`config.mk`:
```
export PLATFORM = sky130hd
export DESIGN_NAME = maria_reg_loader_flat
export DESIGN_NICKNAME = d
export VERILOG_FILES = /design/src/rtl/maria_reg_loader_if.sv /design/src/rtl/maria_reg_loader.sv /design/src/flat_wrapper.sv
export SDC_FILE = /design/constraint.sdc
export NUM_CORES = 1
export LEC_CHECK = 0
export BUFFER_PORTS_ARGS = -buffer_cell sky130_fd_sc_hd__buf_2
export CAP_MARGIN = 10
export CORE_ASPECT_RATIO = 1.5
export CORE_MARGIN = 10
export CORE_UTILIZATION = 49
export DETAILED_ROUTE_END_ITERATION = 7
export GPL_TIMING_DRIVEN = 0
export PLACE_DENSITY = 0.76
export SETUP_SLACK_MARGIN = 0.3
export SLEW_MARGIN = 30
export SYNTH_ARGS = -nofsm -noshare
export SYNTH_HDL_FRONTEND = slang
export SYNTH_SLANG_ARGS = --single-unit
```
`constraint.sdc`:
```
create_clock -name sysclock -period 12.06 [get_ports sysclock]
set_clock_uncertainty 0.2 [all_clocks]
set_input_delay 1.206 -clock sysclock [delete_from_list [all_inputs] [get_ports sysclock]]
set_output_delay 1.206 -clock sysclock [all_outputs]
set_load 0.02 [all_outputs]
```
`src/rtl/maria_reg_loader_if.sv`:
```
// ---------------------------------------------------------------------------
// maria_reg_loader_if
//
// Bus bundle between the MARIA register loader and the MARIA register
// decoder / CPU bus it borrows.
//
// Signals:
//   pclk0    - one-sysclock processor-phase strobe; the bus advances on it
//   ready    - CPU ready line, released by MARIA at the end of a line
//   AB       - 16-bit address driven while the loader owns the bus
//   DB_out   - 8-bit write data
//   we_b     - active-low write strobe
//   drive_AB - loader owns the bus (CPU is held off the address bus)
//
// Modports:
//   master - the loader: samples pclk0/ready, drives the bus
//   slave  - the bus side: supplies pclk0/ready, observes the bus
// ---------------------------------------------------------------------------
interface maria_reg_loader_if;
  logic        pclk0;
  logic        ready;
  logic [15:0] AB;
  logic [7:0]  DB_out;
  logic        we_b;
  logic        drive_AB;

  modport master (
    input  pclk0,
    input  ready,
    output AB,
    output DB_out,
    output we_b,
    output drive_AB
  );

  modport slave (
    output pclk0,
    output ready,
    input  AB,
    input  DB_out,
    input  we_b,
    input  drive_AB
  );
endinterface

```
`src/rtl/maria_reg_loader.sv`:
```
// ---------------------------------------------------------------------------
// maria_reg_loader
//
// Bus initiator that programs the MARIA register file from a parallel
// register image, without CPU involvement (BIOS-skip boot, savestate
// restore). On start it snapshots the image, takes the bus, issues one
// register write per pclk0 strobe with CTRL written last, and releases
// the bus again.
//
// Optional feature macro: MARIA_LOADER_WSYNC_EN
//   When defined, a WSYNC write (0x24) follows CTRL and the loader keeps the
//   bus until ready returns high, so the caller resumes on a line boundary.
//   When undefined, the SYNC/WAIT states do not exist and ready is unused.
//
// Ports:
//   sysclock      in  - system clock, all state changes on its rising edge
//   reset         in  - synchronous, active-high reset
//   start         in  - begin a load (sampled only while idle)
//   img_color     in  - 25 color registers, index 0 is background
//   img_zp        in  - display list list pointer {ZPH, ZPL}
//   img_char_base in  - CHARBASE value
//   img_ctrl      in  - CTRL value
//   busy          out - high from accept through completion
//   done          out - one-sysclock pulse on completion
//   bus           master modport of maria_reg_loader_if
//                 (pclk0, ready in; AB, DB_out, we_b, drive_AB out)
// ---------------------------------------------------------------------------
module maria_reg_loader (
  input  logic              sysclock,
  input  logic              reset,
  input  logic              start,
  input  logic [24:0][7:0]  img_color,
  input  logic [15:0]       img_zp,
  input  logic [7:0]        img_char_base,
  input  logic [7:0]        img_ctrl,
  output logic              busy,
  output logic              done,
  maria_reg_loader_if.master bus
);

  localparam int         NUM_ITEMS = 29;
  localparam logic [4:0] LAST_IDX  = 5'd28;
  localparam logic [7:0] WSYNC_ADDR = 8'h24;

  typedef enum logic [2:0] {
    S_IDLE,
    S_ARM,
    S_LOAD,
`ifdef MARIA_LOADER_WSYNC_EN
    S_SYNC,
    S_WAIT,
`endif
    S_REL
  } state_t;

  state_t      state;
  state_t      state_nxt;
  logic [4:0]  idx;
  logic [4:0]  idx_nxt;

  // Image reordered into write order, and the snapshot taken from it.
  logic [7:0]  items [NUM_ITEMS];
  logic [7:0]  snap  [NUM_ITEMS];

  // Registered bus drivers; the bus only ever sees flop outputs.
  logic [7:0]  ab_q;
  logic [7:0]  ab_nxt;
  logic [7:0]  db_q;
  logic [7:0]  db_nxt;
  logic        we_b_q;
  logic        we_b_nxt;
  logic        drive_q;
  logic        drive_nxt;
  logic        done_q;
  logic        done_nxt;

  logic        pclk0;
  logic        accept;

  assign pclk0  = bus.pclk0;
  assign accept = (state == S_IDLE) && start;

`ifndef MARIA_LOADER_WSYNC_EN
  // Without the WSYNC tail the ready line has no meaning to this block.
  logic unused_ready;
  assign unused_ready = bus.ready;
`endif

  // Register address for write-order item i. The MARIA map leaves holes at
  // 0x24 (WSYNC) and 0x28 (MSTAT-style read-only), and CTRL at 0x3C is moved
  // to the end so the display is only re-enabled once everything else is set.
  function automatic logic [7:0] item_addr(input logic [4:0] i);
    logic [7:0] w;
    w = {3'b000, i};
    if (i <= 5'd3)       return 8'h20 + w;
    else if (i <= 5'd6)  return 8'h21 + w;
    else if (i <= 5'd9)  return 8'h22 + w;
    else if (i == 5'd10) return 8'h2C;
    else if (i <= 5'd13) return 8'h22 + w;
    else if (i == 5'd14) return 8'h30;
    else if (i <= 5'd17) return 8'h22 + w;
    else if (i == 5'd18) return 8'h34;
    else if (i <= 5'd21) return 8'h22 + w;
    else if (i <= 5'd24) return 8'h23 + w;
    else if (i <= 5'd27) return 8'h24 + w;
    else                 return 8'h3C;
  endfunction

  // Rearrange the parallel image into the order the writes are issued, so
  // the snapshot can be indexed directly by the item counter.
  always_comb begin
    for (int k = 0; k < NUM_ITEMS; k++) items[k] = 8'h00;
    for (int k = 0; k <= 9; k++)   items[k]     = img_color[k];
    items[10] = img_zp[15:8];
    for (int k = 10; k <= 12; k++) items[k + 1] = img_color[k];
    items[14] = img_zp[7:0];
    for (int k = 13; k <= 15; k++) items[k + 2] = img_color[k];
    items[18] = img_char_base;
    for (int k = 16; k <= 24; k++) items[k + 3] = img_color[k];
    items[28] = img_ctrl;
  end

  // Snapshot on accept. Deliberately not reset: a reset mid-load leaves the
  // last accepted image in place, which is harmless and saves a wide clear.
  always_ff @(posedge sysclock) begin
    if (!reset && accept) begin
      for (int k = 0; k < NUM_ITEMS; k++) snap[k] <= items[k];
    end
  end

  // State register, item counter and registered bus outputs.
  always_ff @(posedge sysclock) begin
    if (reset) begin
      state   <= S_IDLE;
      idx     <= 5'd0;
      ab_q    <= 8'h00;
      db_q    <= 8'h00;
      we_b_q  <= 1'b1;
      drive_q <= 1'b0;
      done_q  <= 1'b0;
    end else begin
      state   <= state_nxt;
      idx     <= idx_nxt;
      ab_q    <= ab_nxt;
      db_q    <= db_nxt;
      we_b_q  <= we_b_nxt;
      drive_q <= drive_nxt;
      done_q  <= done_nxt;
    end
  end

  // Next-state logic. Everything except leaving IDLE and leaving WAIT is
  // paced by pclk0, so the decoder sees each item for a full strobe period.
  always_comb begin
    state_nxt = state;
    idx_nxt   = idx;
    unique case (state)
      S_IDLE: begin
        if (start) begin
          state_nxt = S_ARM;
          idx_nxt   = 5'd0;
        end
      end
      S_ARM: begin
        if (pclk0) begin
          state_nxt = S_LOAD;
          idx_nxt   = 5'd0;
        end
      end
      S_LOAD: begin
        if (pclk0) begin
          if (idx == LAST_IDX) begin
`ifdef MARIA_LOADER_WSYNC_EN
            state_nxt = S_SYNC;
`else
            state_nxt = S_REL;
`endif
          end else begin
            idx_nxt = idx + 5'd1;
          end
        end
      end
`ifdef MARIA_LOADER_WSYNC_EN
      S_SYNC: begin
        if (pclk0) state_nxt = S_WAIT;
      end
      // Bus outputs are identical in WAIT and REL, so leaving on ready
      // without a strobe does not move the bus off the pclk0 grid.
      S_WAIT: begin
        if (bus.ready) state_nxt = S_REL;
      end
`endif
      S_REL: begin
        if (pclk0) begin
          state_nxt = S_IDLE;
          idx_nxt   = 5'd0;
        end
      end
      default: begin
        state_nxt = S_IDLE;
        idx_nxt   = 5'd0;
      end
    endcase
  end

  // Output logic: computes the next bus values. Default is to hold, so the
  // bus only moves on the strobes that advance the sequence.
  always_comb begin
    ab_nxt    = ab_q;
    db_nxt    = db_q;
    we_b_nxt  = we_b_q;
    drive_nxt = drive_q;
    done_nxt  = 1'b0;
    unique case (state)
      S_IDLE: begin
        ab_nxt    = 8'h00;
        db_nxt    = 8'h00;
        we_b_nxt  = 1'b1;
        drive_nxt = 1'b0;
      end
      S_ARM: begin
        if (pclk0) begin
          ab_nxt    = item_addr(idx_nxt);
          db_nxt    = snap[idx_nxt];
          we_b_nxt  = 1'b0;
          drive_nxt = 1'b1;
        end
      end
      S_LOAD: begin
        if (pclk0) begin
          if (idx == LAST_IDX) begin
`ifdef MARIA_LOADER_WSYNC_EN
            ab_nxt   = WSYNC_ADDR;
            db_nxt   = 8'h00;
            we_b_nxt = 1'b0;
`else
            // CTRL has been latched; end the write but keep the bus one
            // more strobe so the release is clean.
            we_b_nxt = 1'b1;
`endif
          end else begin
            ab_nxt = item_addr(idx_nxt);
            db_nxt = snap[idx_nxt];
          end
        end
      end
`ifdef MARIA_LOADER_WSYNC_EN
      S_SYNC: begin
        if (pclk0) we_b_nxt = 1'b1;
      end
      S_WAIT: begin
      end
`endif
      S_REL: begin
        if (pclk0) begin
          ab_nxt    = 8'h00;
          db_nxt    = 8'h00;
          we_b_nxt  = 1'b1;
          drive_nxt = 1'b0;
          done_nxt  = 1'b1;
        end
      end
      default: begin
        ab_nxt    = 8'h00;
        db_nxt    = 8'h00;
        we_b_nxt  = 1'b1;
        drive_nxt = 1'b0;
      end
    endcase
  end

  assign busy         = (state != S_IDLE);
  assign done         = done_q;
  assign bus.AB       = {8'h00, ab_q};
  assign bus.DB_out   = db_q;
  assign bus.we_b     = we_b_q;
  assign bus.drive_AB = drive_q;

endmodule

```
`src/flat_wrapper.sv`:
```
// flat-port wrapper written by rule: the top's interface ports become plain ports
module maria_reg_loader_flat 
  (sysclock, reset, start, img_color, img_zp, img_char_base, img_ctrl, busy, done, bus_pclk0, bus_ready, bus_AB, bus_DB_out, bus_we_b, bus_drive_AB);
  maria_reg_loader_if bus_i ();
  input  logic sysclock;
  input  logic reset;
  input  logic start;
  input  logic [24:0][7:0] img_color;
  input  logic [15:0] img_zp;
  input  logic [7:0] img_char_base;
  input  logic [7:0] img_ctrl;
  output logic busy;
  output logic done;
  input wire logic [$bits(bus_i.pclk0)-1:0] bus_pclk0;
  input wire logic [$bits(bus_i.ready)-1:0] bus_ready;
  output wire logic [$bits(bus_i.AB)-1:0] bus_AB;
  output wire logic [$bits(bus_i.DB_out)-1:0] bus_DB_out;
  output wire logic [$bits(bus_i.we_b)-1:0] bus_we_b;
  output wire logic [$bits(bus_i.drive_AB)-1:0] bus_drive_AB;
  assign bus_i.pclk0 = bus_pclk0;
  assign bus_i.ready = bus_ready;
  assign bus_AB = bus_i.AB;
  assign bus_DB_out = bus_i.DB_out;
  assign bus_we_b = bus_i.we_b;
  assign bus_drive_AB = bus_i.drive_AB;
  maria_reg_loader u_core (.sysclock(sysclock), .reset(reset), .start(start), .img_color(img_color), .img_zp(img_zp), .img_char_base(img_char_base), .img_ctrl(img_ctrl), .busy(busy), .done(done), .bus(bus_i));
endmodule
```
==> results of run 1 <==
[critical path: stages, from the launching register on]
cell and delay [ps]:
dfxtp_1 340, clkbuf_1 390, inv_1 140, ha_1 260, nand4_1 220, a31oi_1 210, a311oi_4 680, buf_2 400
buf_1 530, ha_1 510, nand2_1 170, o22ai_1 630, nor4_1 210, o21a_1 170, a221o_1 310
[Yosys cell counts (all sizes together) (5+ instances only)]
| cell | n |
|---|---|
| o22ai | 22 |
| nand4 | 8 |
| o2bb2ai | 5 |
| a31oi | 8 |
| mux2 | 12 |
| mux2i | 63 |
| ha | 22 |
| and2 | 7 |
| edfxtp | 232 |
| a221o | 5 |
| nor3 | 20 |
| or3 | 7 |
| o31ai | 6 |
| nor2 | 25 |
| dfxtp | 25 |
| nand3 | 19 |
| nand2 | 72 |
| or4 | 5 |
| a211oi | 56 |
| o211ai | 8 |
| inv | 40 |
| clkbuf | 25 |
| buf | 36 |
| a311oi | 6 |
| o21ai | 51 |
| a21oi | 39 |
| xnor2 | 5 |
[power by group]
part           switching [µW]  total, µW  internal [µW]  leakage (µW)
logic                     350        538            188       0.00258
registers                35.0       1140           1110       0.00235
clock network             317        826            509      0.000420
total                     702       2510           1810       0.00535
[metrics by stage]
step	utilization, %	cell area, µm²	hold WS [ps]	std cells	total power, µW
floorplan	-	11600	278	892	1480
global placement	57.3	13300	236	1460	1680
detailed placement	58.6	13600	248	1470	1700
CTS	62.4	14400	258	1514	2520
global route	62.4	14400	275	1515	2620
finish	62.4	14400	255	1515	2510
[flip-flops by register name, summed over array words and instances, names as in the netlist]
signal / flops
u_core.state: 2
u_core.snap: 232
u_core.bus.we_b: 1
u_core.bus.DB_out: 8
u_core.bus.drive_AB: 1
u_core.ab_q: 7
u_core.idx: 5
u_core.done: 1
[kinds of logic after synthesis]
| logic type | after synthesis | share of synthesized area [%] |
|---|---|---|
| flops | 257 | 64.5 |
| compound gates | 242 | 14.5 |
| simple gates | 180 | 7.40 |
| buf+inv | 102 | 4.16 |
| mux | 75 | 6.61 |
| fa+ha+maj | 22 | 2.38 |
| xor+xnor | 5 | 0.378 |
| other cells | 1 | 0.0324 |
[cell type report]
type                    count  area (µm²)
flip-flops and latches    257        7470
clock inverters            13         223
clock buffers              31         648
fillers                  1871        8700
repair buffers            263        1540
inverters                  41         154
diodes                      1        2.50
multi-input cells         533        3680
plain buffers              61         328
well taps                 315         394
[worst paths after layout]
kind              cells after the start              endpoint
setup / recovery                     14        u_core.ab_q[4]
hold / removal                        2  u_core.bus.DB_out[2]
setup reg to reg                     14        u_core.ab_q[4]
hold reg to reg                       2  u_core.bus.DB_out[2]
[metal layers]
layer  share of wire (%)  GRT usage [%]
met4                 5.3           11.9
met2                  53           39.9
met1                  36           24.0
met3                 5.7           3.97
met5                   0              0
==> metrics.csv, run 1 <==
metric,value,unit
initial antenna violation count,1,
port buffer count,253,
endpoints failing hold,0,
Routed Antenna Nets,0,
Slew HR,33.0,%
DR vias,8505,
Syn-to-layout area delta,24.7,%
Final Critical Period,5520,ps
drt wl/cell,22.9,µm
DRT iter0 DRCs,645,
number of global-route vias before repair,8981,
TNS Setup,0,ps
"EDFF count, synth",232,
IO Pins,265,
CTS buffer count,24,
Post-CTS Setup Bufs,0,
flop-to-flop setup slack,6540,ps
P per Cell Area,174,nW/µm²
H-tree depth,1,
Layout Nets,1440,
highest clock rate,181,MHz
post-cts resize count,0,
clock buffer depth,3,
max-slew violation count,0,
"most common cell after layout, fill and taps aside",buf_2,
"CTS clk-pin slew, worst paths",70,ps
total grt overflow,0,
Worst Slack Setup Final,6540,ps
Worst Path Arrival,5720,ps
Root Buffer,clkbuf_16,
leading post-synthesis cells by cell area,"edfxtp_1 60%, mux2i_1 5.4%, dfxtp_1 4.3%",
Leak,0.00535,µW
# DRC,0,
share of cells above drive strength 1,30.4,%
Final setup viols,0,
Max Cap Viol,0,
mean post-synth cell area,13.1,µm²
routed wire length,34700,µm
launch point of the worst path,u_core.idx[0],
HP Start,u_core.bus.DB_out[2],
register bit count reported by yosys,257,
Core Rows,68,
critical path endpoint category,register,
Placement Setup Slack,6360,ps
status,"complete, no violations",
Clock Sinks,257,
HPWL after DPL,26900,µm
Initial Util,50.0,%
cts hold-fix bufs,0,
register area share after synthesis,64.5,%
Reg-to-Reg Start,u_core.idx[0],
CP required,12260,ps
most frequent cells in the layout,"269 x buf_2, 232 x edfxtp_1, 72 x nand2_1",
post-synth top area cell,edfxtp_1,
Setup crit start kind,register,
Worst Path Max Fanout,11,
Final GP Congestion,0.957,
RSZ-0062 raised after global routing,no,
Die Wd,146,µm
Ys Warns,0,
CTS tree,built,
Slew @ Worst Pin,1000,ps
kind of critical path,register to register,
pin count of the biggest net entering global routing,30,
clk_lat worst skew,520,ps
Tightest Hold Check Type,register to register,
"Top FF cell, synth",edfxtp_1,
Die Height,208,µm
first-pass GRT wire length,52000,µm
final worst-path cycle share,45.8,%
Peak VDD IR,0.127,mV
fraction of registers with async set/reset,0,%
Post-Syn Instances,884,
Cell variety after synth,70,
vias per inst,5.61,
cell area after synthesis,11600,µm²
die area,30300,µm²
Core Box Area,23100,µm²
First-pass DRT Iterations,5,
global-route usage over all layers,22.1,%
post-synth top area share,60.2,%
No activity file was read; power rests on OpenSTA's default activity.
==> run 2: changes to the inputs <==
--- a/config.mk
+++ b/config.mk
@@ -9,10 +9,10 @@
 export CAP_MARGIN = 10
 export CORE_ASPECT_RATIO = 1.5
 export CORE_MARGIN = 10
-export CORE_UTILIZATION = 49
+export CORE_UTILIZATION = 54
 export DETAILED_ROUTE_END_ITERATION = 7
 export GPL_TIMING_DRIVEN = 0
-export PLACE_DENSITY = 0.76
+export PLACE_DENSITY = 0.8
 export SETUP_SLACK_MARGIN = 0.3
 export SLEW_MARGIN = 30
 export SYNTH_ARGS = -nofsm -noshare
==> constraint.sdc (replaced) <==
create_clock -name sysclock -period 5.1 [get_ports sysclock]
set_clock_uncertainty 0.2 [all_clocks]
set_input_delay 0.51 -clock sysclock [delete_from_list [all_inputs] [get_ports sysclock]]
set_output_delay 0.51 -clock sysclock [all_outputs]
set_load 0.02 [all_outputs]
==> run 2 against run 1 <==
Effect of this change: first-iteration DRC count grew 120%; clock power grew 140%; register-to-register slack got worse by 6100 ps; critical path type unchanged; largest cell class unchanged.
==> metrics.csv, run 2 (same netlist as run 1, synthesis figures left out) <==
metric,value,unit,change
worst reg2reg path endpoint,u_core.ab_q[4],,
kind of critical path,register to register,,
HPWL after DPL,26400,µm,-1.7%
Setup crit start kind,register,,
Critical Path Sink,u_core.ab_q[4],,
Initial Util,55.0,%,+4.9 points
drt wl/cell,28.0,µm,+22%
Final setup viols,0,,unchanged
"Most flops, register",u_core.snap,,
launch point of the worst path,u_core.idx[0],,
total grt overflow,0,,unchanged
met1 wire length,14700,µm,+18%
routed wire length,47900,µm,+38%
Syn-to-layout area delta,44.8,%,
clock buffer depth,3,,unchanged
clk_lat worst skew,540,ps,+20 ps
most frequent cells in the layout,"271 x buf_2, 232 x edfxtp_1, 230 x dlygate4sd3_1",,
Die Wd,140,µm,-4.1%
CTS buffer count,24,,unchanged
number of global-route vias before repair,11176,,+24%
First-pass DRT Iterations,5,,unchanged
"CTS clk-pin slew, worst paths",70,ps,about the same
Slew @ Worst Pin,941,ps,-59.1 ps
CTS tree,built,,
Worst Path Max Fanout,13,,+2
P per Cell Area,374,nW/µm²,+120%
IO Pins,265,,unchanged
share of cells above drive strength 1,26.3,%,-4.0 points
vias per inst,6.28,,+12%
first-pass GRT wire length,69500,µm,+34%
Worst Path Arrival,4850,ps,-870 ps
Reg2Reg Depth,17,,+3
H-tree depth,1,,unchanged
Routed Antenna Nets,0,,unchanged
met2 wire length,23900,µm,+30%
DRT iter0 DRCs,1426,,+120%
RSZ-0062 raised after global routing,no,,
Layout Nets,1673,,+16%
# DRC,0,,unchanged
max reg flops,232,,unchanged
Clock Sinks,257,,unchanged
Tightest Hold Check Type,input port to register,,
pin count of the biggest net entering global routing,28,,-6.7%
flop-to-flop setup slack,460,ps,-6080 ps
Slew HR,37.0,%,+4.0 points
Core Box Area,21100,µm²,-9.0%
final worst-path cycle share,90.9,%,+45 points
global-route usage over all layers,32.7,%,+11 points
Peak VDD IR,0.469,mV,+270%
Die Height,199,µm,-4.3%
Final GP Congestion,0.904,,-5.5%
Max Cap Viol,0,,unchanged
"most common cell after layout, fill and taps aside",buf_2,,
highest clock rate,216,MHz,+19%
Worst Slack Setup Final,462,ps,-6080 ps
met3 wire length,4960,µm,+150%
Final Critical Period,4640,ps,-880 ps
initial antenna violation count,4,,+3
endpoints failing hold,0,,unchanged
max layer used,met4,,
total power,6260,µW,+150%
DR vias,10733,,+26%
Placement Setup Slack,-112,ps,-6470 ps
port buffer count,253,,unchanged
critical path endpoint category,register,,
Core Rows,65,,-4.4%
die area,27800,µm²,-8.2%
max-slew violation count,0,,unchanged
CP required,5310,ps,-6950 ps
Root Buffer,clkbuf_16,,
status,"complete, no violations",,
Reg-to-Reg Start,u_core.idx[0],,
Leak,0.00634,µW,+19%
"Core Util, Final",79.6,%,+17 points
==> run 2: cell count changes in the layout (fill, tap and decap cells not counted), sizes merged <==
cell	previous run	this run
buf	299	304
bufinv	6	4
clkbuf	56	52
clkinv	6	7
clkinvlp	1	2
diode	1	8
dlygate4sd3	0	230
inv	41	43
==> run 2: worst min-delay path by stage <==
stage	from	to	slack (ps)	cells past startpoint
after floorplan	u_core.state[1]	u_core.state[1]	280	2
after global placement	u_core.bus.DB_out[7]	u_core.bus.DB_out[7]	240	2
after detailed placement	u_core.bus.DB_out[7]	u_core.bus.DB_out[7]	240	2
after CTS	img_color[61]	u_core.snap[7][5]	1	1
after global routing	img_color[61]	u_core.snap[7][5]	0.3	1
final	img_color[61]	u_core.snap[7][5]	4	1
==> run 2: per-layer routing <==
layer / GRT usage, % / up-vias
met5: 0 / -
met4: 23.8 / 0
met3: 9.00 / 269
met2: 56.2 / 994
met1: 33.6 / 5009
li1: - / 4461
==> run 2: cell type report <==
class                   count  area, µm²
flip-flops and latches    257       7470
fillers                  1052       4300
repair buffers            496       3890
multi-input cells         533       3700
clock buffers              29        641
plain buffers              61        367
well taps                 268        335
clock inverters            15        190
inverters                  41        154
diodes                      8       20.0
==> run 2: stage by stage <==
step	instances	area, µm²	hold slack [ps]	TNS [ps]
after global placement	1413	13300	236	-214110
after CTS	1698	16700	0.962	0
after global routing	1704	16700	0.257	0
after detailed placement	1424	13600	243	-112
after floorplan	892	11600	278	0
final	1708	16800	3.98	0
==> run 2: repair_timing <==
action,in CTS,in global routing
hold endpoints to repair,228,2
pin swaps,1,0
setup endpoints to repair,7,7
hold buffers,228,2
setup buffers,2,0
resized for setup,4,6
==> run 2: critical path: stages, from the launching register on <==
cell and delay (ps):
dfxtp_1 340, clkbuf_2 200, inv_1 140, ha_1 200, and4_1 310, o22ai_2 210, a21oi_4 350, buf_6 230
buf_4 230, buf_2 380, ha_1 240, nand3_1 70, a21oi_1 250, o21ai_1 180, a21oi_1 200, buf_2 240
o2111ai_1 180, a221o_1 370
==> run 2: power by group <==
group          internal, µW  leakage (µW)  switching [µW]
registers              2620       0.00235             117
clock network          1110      0.000398             871
logic                   582       0.00359             960
==> run 3: changes to the inputs <==
--- a/config.mk
+++ b/config.mk
@@ -7,7 +7,6 @@
 export LEC_CHECK = 0
 export BUFFER_PORTS_ARGS = -buffer_cell sky130_fd_sc_hd__buf_2
 export CAP_MARGIN = 10
-export CORE_ASPECT_RATIO = 1.5
 export CORE_MARGIN = 10
 export CORE_UTILIZATION = 54
 export DETAILED_ROUTE_END_ITERATION = 7
==> run 3 against run 2 <==
Effect of this change: cell area up 0.30%; maximum frequency down 0.85%; die area down 0.44%; setup slack worse by 40 ps; first-iteration DRC count up 20%; largest cell class unchanged; largest power group unchanged.
==> metrics.csv, run 3 (same netlist as run 1, synthesis figures left out) <==
metric,value,unit,change
status,"complete, no violations",,
RSZ-0062 raised after global routing,no,,
P per Cell Area,367,nW/µm²,-1.9%
TNS Setup,0,ps,unchanged
clk_lat worst skew,560,ps,+20 ps
Max Cap Viol,0,,unchanged
CP required,5340,ps,+30 ps
vias per inst,6.32,,+0.52%
Die Height,166,µm,-17%
Syn-to-layout area delta,45.2,%,
global-route usage over all layers,31.8,%,-0.91 points
Initial Util,54.9,%,-0.062 points
CTS tree,built,,
total grt overflow,0,,unchanged
Setup crit start kind,register,,
routed wire length,48300,µm,+1.0%
most frequent cells in the layout,"266 x buf_2, 233 x dlygate4sd3_1, 232 x edfxtp_1",,
highest clock rate,214,MHz,-0.85%
Slew HR,39.3,%,+2.3 points
Layout Nets,1684,,+0.66%
placed insts,1430,,+0.42%
clock buffer depth,3,,unchanged
initial antenna violation count,11,,+7
pin count of the biggest net entering global routing,27,,-3.6%
share of cells above drive strength 1,26.8,%,+0.47 points
Core Box Area,21100,µm²,+0.11%
Worst Path Arrival,4920,ps,+70 ps
"most common cell after layout, fill and taps aside",buf_2,,
Peak VDD IR,0.336,mV,-28%
max-slew violation count,0,,unchanged
max reg flops,232,,unchanged
Leak,0.00637,µW,+0.38%
final worst-path cycle share,91.7,%,+0.78 points
HPWL after DPL,25800,µm,-2.2%
critical path endpoint category,register,,
CTS buffer count,27,,+13%
drt wl/cell,27.9,µm,-0.36%
Die Wd,166,µm,+19%
hold_ws,221,ps,+217 ps
Worst Slack Setup Final,422,ps,-39.7 ps
port buffer count,253,,unchanged
number of global-route vias before repair,11183,,+0.063%
"Most flops, register",u_core.snap,,
H-tree depth,1,,unchanged
Slew @ Worst Pin,906,ps,-35.1 ps
Tightest Hold Check Type,input port to register,,
Core Rows,53,,-18%
fin area,16800,µm²,+0.30%
kind of critical path,register to register,,
DR vias,10940,,+1.9%
Clock Sinks,257,,unchanged
endpoints failing hold,0,,unchanged
Routed Antenna Nets,0,,unchanged
Placement Setup Slack,-134,ps,-21.6 ps
First-pass DRT Iterations,5,,unchanged
Root Buffer,clkbuf_16,,
"non-filler cells, final",1732,,+1.4%
"CTS clk-pin slew, worst paths",60,ps,about the same
Final GP Congestion,0.931,,+3.0%
Worst Path Max Fanout,13,,unchanged
IO Pins,265,,unchanged
first-pass GRT wire length,68500,µm,-1.4%
Final Critical Period,4680,ps,+39.7 ps
DRT iter0 DRCs,1716,,+20%
die area,27700,µm²,-0.44%
placed instance area,13500,µm²,-0.14%
Final setup viols,0,,unchanged
# DRC,0,,unchanged
[run 3: path summary, 6_finish.rpt]
path / start / end / slack, ps / cells past startpoint
worst min register to register: u_core.bus.DB_out[5] / u_core.bus.DB_out[5] / 260 / 2
worst max-delay path: u_core.state[0] / u_core.ab_q[4] / 420 / 16
worst max register to register: u_core.state[0] / u_core.ab_q[4] / 420 / 16
worst min-delay path: bus_pclk0 / u_core.done / 220 / 4
[run 3: routing by layer]
layer / part of all wire [%] / routed length [µm] / up-vias / GRT usage (%)
li1: - / - / 4507 / -
met1: 32 / 15500 / 5051 / 35.4
met2: 48 / 23000 / 1072 / 53.2
met3: 12 / 5570 / 310 / 8.31
met4: 8.8 / 4240 / 0 / 20.3
met5: 0 / 0 / - / 0
[run 3: power breakdown]
part | switching (µW) | internal, µW
Clock | 906 | 983
Sequential | 117 | 2620
Combinational | 954 | 578
Total | 1980 | 4190
[run 3: worst max-delay path: stages (launching register included)]
cell and delay (ps):
dfxtp_1 360, inv_2 90, ha_1 140, buf_4 150, nand2b_1 280, o21ai_1 330
a21oi_4 430, buf_6 240, buf_4 240, clkbuf_4 320, ha_1 390, a31o_2 200
o21ai_1 110, a21oi_2 260, clkbuf_4 250, o2111ai_1 170, a221o_1 380
[run 3: stage by stage]
stage	total power [µW]	util, %
after floorplan	3480	-
after global placement	3920	62.9
after detailed placement	4000	64.3
after CTS	5910	79.2
after global routing	6280	79.7
final	6160	79.7
[run 3: what timing repair did]
| action | CTS | global route |
|---|---|---|
| pin swaps | 1 | 2 |
| endpoints found under the setup margin | 7 | 8 |
| hold buffers | 233 | 0 |
| gates resized for setup | 6 | 10 |
| setup buffers | 2 | 6 |
| hold endpoints to repair | 234 | 0 |
[run 3: area by class of cell]
cell class | instances | area, µm²
Sequential cell | 257 | 7470
Fill cell | 1111 | 4280
Timing Repair Buffer | 504 | 3930
Multi-Input combinational cell | 533 | 3710
Clock buffer | 35 | 706
Buffer | 61 | 379
Tap cell | 275 | 344
Inverter | 41 | 158
Clock inverter | 13 | 81.3
Antenna cell | 13 | 32.5
